## config.mk

```make
export PLATFORM = sky130hd
export DESIGN_NAME = wb_arb2
export DESIGN_NICKNAME = d
export VERILOG_FILES = /design/src/rtl/wb_arb_pkg.sv /design/src/rtl/wb_arb_watchdog.sv /design/src/rtl/wb_arb2.sv
export SDC_FILE = /design/constraint.sdc
export NUM_CORES = 1
export LEC_CHECK = 0
export CORE_AREA = 2 2 124 126
export CTS_BUF_LIST = sky130_fd_sc_hd__clkbuf_4
export DETAILED_ROUTE_END_ITERATION = 10
export DIE_AREA = 0 0 126 128
export PLACE_DENSITY = 0.65
export REMOVE_ABC_BUFFERS = 1
export SETUP_SLACK_MARGIN = 0.3
export SLEW_MARGIN = 20
export SYNTH_ARGS = -nofsm -noshare
export SYNTH_HDL_FRONTEND = slang
export SYNTH_SLANG_ARGS = --single-unit
export TNS_END_PERCENT = 10
```

## constraint.sdc

```tcl
create_clock -name clk -period 7.36 [get_ports clk]
set_input_delay 1.104 -clock clk [delete_from_list [all_inputs] [get_ports clk]]
set_output_delay 1.104 -clock clk [all_outputs]
set_load 0.01 [all_outputs]
```

## src/rtl/wb_arb_pkg.sv

```systemverilog
// Shared types and helpers for the two-master Wishbone arbiter.
package wb_arb_pkg;

  typedef enum logic [1:0] {
    IDLE  = 2'd0,
    GNT0  = 2'd1,
    GNT1  = 2'd2,
    ABORT = 2'd3
  } state_t;

  localparam logic M0 = 1'b0;
  localparam logic M1 = 1'b1;

  function automatic int unsigned clog2(input int unsigned value);
    int unsigned r;
    r = 0;
    for (int unsigned v = value - 1; v != 0; v = v >> 1) r++;
    return r;
  endfunction

endpackage

```

## src/rtl/wb_arb_watchdog.sv

```systemverilog
// Stalled-access watchdog: counts strobe-without-response cycles and flags the last one.
module wb_arb_watchdog
  import wb_arb_pkg::*;
#(
  parameter int unsigned timeout = 256
) (
  input  logic clk,
  input  logic rst,
  input  logic active,
  input  logic clear,
  output logic expired
);

  localparam int unsigned cw = clog2(timeout);
  localparam logic [cw-1:0] last_count = cw'(timeout - 1);

  logic [cw-1:0] count;

  always_ff @(posedge clk) begin
    if (!rst || clear || !active) count <= '0;
    else                          count <= count + cw'(1);
  end

  assign expired = active && (count == last_count);

endmodule

```

## src/rtl/wb_arb2.sv

```systemverilog
// Two-master round-robin Wishbone arbiter with per-cycle grant hold and watchdog abort.
module wb_arb2
  import wb_arb_pkg::*;
#(
  parameter int unsigned adr_width = 32,
  parameter int unsigned dat_width = 32,
  parameter int unsigned timeout   = 256
) (
  input  logic                   clk,
  input  logic                   rst,
  input  logic [adr_width-1:0]   m0_adr_i,
  input  logic [dat_width-1:0]   m0_dat_i,
  output logic [dat_width-1:0]   m0_dat_o,
  input  logic [dat_width/8-1:0] m0_sel_i,
  input  logic                   m0_we_i,
  input  logic                   m0_cyc_i,
  input  logic                   m0_stb_i,
  output logic                   m0_ack_o,
  output logic                   m0_err_o,
  input  logic [adr_width-1:0]   m1_adr_i,
  input  logic [dat_width-1:0]   m1_dat_i,
  output logic [dat_width-1:0]   m1_dat_o,
  input  logic [dat_width/8-1:0] m1_sel_i,
  input  logic                   m1_we_i,
  input  logic                   m1_cyc_i,
  input  logic                   m1_stb_i,
  output logic                   m1_ack_o,
  output logic                   m1_err_o,
  output logic [adr_width-1:0]   s_adr_o,
  output logic [dat_width-1:0]   s_dat_o,
  input  logic [dat_width-1:0]   s_dat_i,
  output logic [dat_width/8-1:0] s_sel_o,
  output logic                   s_we_o,
  output logic                   s_cyc_o,
  output logic                   s_stb_o,
  input  logic                   s_ack_i,
  input  logic                   s_err_i,
  output logic [1:0]             gnt_o,
  output logic                   timeout_o
);

  state_t state, state_next;
  logic   last;
  logic   wd_active, wd_expired;

  // Round-robin pick: on contention, the master not served last wins.
  function automatic state_t pick(input logic req0, input logic req1, input logic prev);
    if (req0 && req1) return (prev == M0) ? GNT1 : GNT0;
    else if (req0)    return GNT0;
    else if (req1)    return GNT1;
    else              return IDLE;
  endfunction

  always_comb begin
    state_next = state;
    case (state)
      IDLE: state_next = pick(m0_cyc_i, m1_cyc_i, last);
      GNT0: begin
        if (!m0_cyc_i)       state_next = m1_cyc_i ? GNT1 : IDLE;
        else if (wd_expired) state_next = ABORT;
      end
      GNT1: begin
        if (!m1_cyc_i)       state_next = m0_cyc_i ? GNT0 : IDLE;
        else if (wd_expired) state_next = ABORT;
      end
      ABORT: begin
        if (last == M0 && m0_cyc_i)      state_next = GNT0;
        else if (last == M1 && m1_cyc_i) state_next = GNT1;
        else                             state_next = pick(m0_cyc_i, m1_cyc_i, last);
      end
      default: state_next = IDLE;
    endcase
  end

  always_ff @(posedge clk) begin
    if (!rst) begin
      state <= IDLE;
      last  <= M1;
    end else begin
      state <= state_next;
      if (state_next == GNT0)      last <= M0;
      else if (state_next == GNT1) last <= M1;
    end
  end

  always_comb begin
    s_adr_o   = '0;
    s_dat_o   = '0;
    s_sel_o   = '0;
    s_we_o    = 1'b0;
    s_cyc_o   = 1'b0;
    s_stb_o   = 1'b0;
    m0_ack_o  = 1'b0;
    m0_err_o  = 1'b0;
    m1_ack_o  = 1'b0;
    m1_err_o  = 1'b0;
    gnt_o     = 2'b00;
    timeout_o = 1'b0;
    case (state)
      GNT0: begin
        s_adr_o  = m0_adr_i;
        s_dat_o  = m0_dat_i;
        s_sel_o  = m0_sel_i;
        s_we_o   = m0_we_i;
        s_cyc_o  = m0_cyc_i;
        s_stb_o  = m0_stb_i;
        m0_ack_o = s_ack_i;
        m0_err_o = s_err_i;
        gnt_o    = 2'b01;
      end
      GNT1: begin
        s_adr_o  = m1_adr_i;
        s_dat_o  = m1_dat_i;
        s_sel_o  = m1_sel_i;
        s_we_o   = m1_we_i;
        s_cyc_o  = m1_cyc_i;
        s_stb_o  = m1_stb_i;
        m1_ack_o = s_ack_i;
        m1_err_o = s_err_i;
        gnt_o    = 2'b10;
      end
      ABORT: begin
        timeout_o = 1'b1;
        if (last == M0) m0_err_o = 1'b1;
        else            m1_err_o = 1'b1;
      end
      default: ;
    endcase
  end

  assign m0_dat_o = s_dat_i;
  assign m1_dat_o = s_dat_i;

  assign wd_active = (state == GNT0 || state == GNT1) && s_stb_o && !s_ack_i && !s_err_i;

  wb_arb_watchdog #(.timeout(timeout)) u_wd (
    .clk     (clk),
    .rst     (rst),
    .active  (wd_active),
    .clear   (state_next != state),
    .expired (wd_expired)
  );

endmodule

```

==> metrics.cfg <==
[pwr]
seq_power_share_pct = 11.7
switchingPower_w = 0.0002681
ir_worst_vdd_mv = 0.07383
power.internal_w = 0.0003505
power.leakage_nw = 1.359
finalPower_w = 0.0006186
switching_share_pct = 43.34
clkPwrFrac_pct = 7.2
pwr_density_cell_nw_per_um2 = 142.4
pwr-share-comb_pct = 81.1

[logic_synthesis]
synth_cell_types = 43
ys_warn_count = 0
synth_edf_count = 0
syn_avg_cell_area_um2 = 7.381
syn_inst = 326
ys_async_sr_fraction_pct = 0
synth_area_um2 = 2406
yosysSeqAreaShare_pct = 9.152
ys_seq_elements = 11
synthFlopType = dfxtp_1

[worst_setup_path]
max_stage_delay_ps = 1020
cp-end-kind = output port
ff2ff_path_depth = 10
cp-start-kind = register
r2r_start = state[0]
crit_path_max_fanout = 72
r2r_slack_ps = 3900
path_class = register to output port
cp_data_required_time_ps = 6260
slowest_stage = ha_2
path_cells = inv_1, ha_2, a21boi_0, clkdlybuf4s50_1
reg2reg_to = last
cp.arrival_ps = 2910

[detailed_routing]
antenna_left = 0
wl_per_cell_um = 21.21
via_per_inst = 4.601
drt_iter0_drc = 187
wirelength_mm = 13.87
drcViolationCount = 0
dr_total_vias = 3009
first_pass_iters = 6

[worst_hold_path]
min_from = u_wd.count[0]
hold_depth = 1
holdCritPathClass = register to register
hold_end = u_wd.count[0]

[global_route]
antenna_found_initial = 0
grt_util_all_layers_pct = 15.40
grt_pass1_vias = 2982
grt_max_degree = 78
grt-ovfl-total = 0
grt_pass1_wl_mm = 18.99

[layout]
syn2layout_area_growth_pct = 80.60
antenna_cells = 0
drive_above_1_share_pct = 4.077
nNetsFinal = 653
final_cells = 654
final_area_um2 = 4345

[floorplan]
top_level_ports = 320
die_w_um = 126
initial_utilization_pct = 16.19
fp.dieH_um = 128
rows = 45
core_um2 = 14860
dieArea_um2 = 16130

[place]
dpl-instance-area_um2 = 4315
place.gp.congestion = 0.8266
portBuffers = 223
dp_hpwl_mm = 11.08
dp.cells = 650

[clock_tree]
htree_levels = 1
insertion_delay_ps = 270
clock-sinks = 11
post_cts_buffers = 0
tritoncts = yes
clockRootBuffer = clkbuf_4
cts_buffer_depth = 2
cts_resized = 0
hold_buffers = 0
clk_pin_slew_ps = 70
cts_inserted_buffers = 3

[sta]
worstMarginPinSlew_ps = 1020
finalCriticalPeriod_ps = 4018
setup_viol = 0
rsz0062_at_grt = false
fmax_ghz = 0.2489
hold_viol = 0
min_period_over_period_pct = 54.59
clock_skew_ps = 2.800
fin_tns_setup_ps = 0
max_slew_margin_pct = 32.01
finalMaxSlewViolations = 0

[run]
max_cap_viol_count = 0

[outcome]
status = finished clean

## layer usage
| layer | vias to the layer above | global-route usage, % | routed length [um] |
|---|---|---|---|
| met3 | 9 | 12.60 | 2488 |
| met1 | 1393 | 18.51 | 5778 |
| li1 | 1384 | - | - |
| met2 | 221 | 21.38 | 5459 |
| met4 | 2 | 1.099 | 54 |
| met5 | - | 7.740 | 89 |
## layout by cell type (no fill, tap or decap), types with 3 or more instances in the layout
| cell type | synthesis | final |
|---|---|---|
| ha_1 | 8 | 5 |
| nor2b_1 | 70 | 70 |
| nand3_1 | 7 | 7 |
| clkbuf_4 | 0 | 4 |
| xnor2_1 | 3 | 3 |
| and2_1 | 4 | 4 |
| xor2_1 | 3 | 3 |
| a22oi_1 | 69 | 69 |
| nor4_1 | 6 | 6 |
| inv_1 | 5 | 5 |
| ha_2 | 0 | 3 |
| nor2_1 | 6 | 6 |
| dfxtp_1 | 11 | 11 |
| clkdlybuf4s50_1 | 0 | 223 |
| nand2_1 | 10 | 10 |
| a21oi_1 | 3 | 3 |
## stage by stage
step	hold WS (ps)	util (%)	setup slack [ps]
floorplan	456.0	-	3708
global placement	477.2	29.03	3460
detailed placement	498.0	29.03	3505
CTS	507.1	29.23	3248
global route	538.1	29.23	3085
finish	506.6	29.23	3342
## synth_stat cells (3+ instances only)
| master | instances | area [um2] |
|---|---|---|
| nor4_1 | 6 | 37.54 |
| inv_1 | 5 | 18.77 |
| buf_4 | 65 | 488.0 |
| buf_1 | 6 | 22.52 |
| nand3_1 | 7 | 35.03 |
| dfxtp_1 | 11 | 220.2 |
| and2_1 | 4 | 25.02 |
| nand2_1 | 10 | 37.54 |
| a22oi_1 | 69 | 518.0 |
| a21oi_1 | 3 | 15.01 |
| xor2_1 | 3 | 26.28 |
| ha_1 | 8 | 100.1 |
| nor2b_1 | 70 | 437.9 |
| xnor2_1 | 3 | 26.28 |
| nor2_1 | 6 | 22.52 |
| clkbuf_1 | 16 | 60.06 |
## flip-flops by register name (all words and copies together), names as in the netlist
signal / count
u_wd.count: 8
state: 2
last: 1
## logic make-up after synthesis
logic type	share of synthesized area, %
AOI/OAI and AO/OA	30.16
xor gates and xnor gates	2.184
and+or+nand+nor	28.97
adders and majority gates	4.160
DFF	9.152
buffers and inverters	24.91
muxes	0.4680
## how the worst max path moves through the flow
stage	end	depth (start not counted)	slack, ps	start
final	s_cyc_o	4	3340	state[0]
after global routing	s_cyc_o	4	3080	state[0]
after CTS	s_cyc_o	4	3250	state[0]
after detailed placement	s_cyc_o	4	3500	m0_cyc_i
after global placement	s_cyc_o	4	3460	m0_cyc_i
after floorplan	s_cyc_o	3	3710	state[0]
## worst max-delay path, delay by kind of cell, from the launching register on
kind / cells / cell delay [ps]
buffers and inverters: 2 / 770
flip-flops: 1 / 570
adder cells (fa/ha/maj): 1 / 1020
AO/OA/AOI/OAI: 1 / 270
## layout make-up
cell class	instances	area [um2]
Timing Repair Buffer	225	2247
Fill cell	1566	10520
Inverter	5	18.77
Multi-Input combinational cell	221	1594
Tap cell	188	235.2
Clock buffer	4	30.03
Sequential cell	11	220.2
## power by group through the flow
stage | Clock, W | Sequential [W] | Combinational [W]
global route | 0.0000467 | 0.0000736 | 0.000543
floorplan | 0 | 0.0000713 | 0.000257
finish | 0.0000446 | 0.0000726 | 0.000501
detailed placement | 0 | 0.0000738 | 0.000508
global placement | 0 | 0.0000732 | 0.000497
CTS | 0.0000447 | 0.0000725 | 0.000509
(Power assumes the default switching activity.)
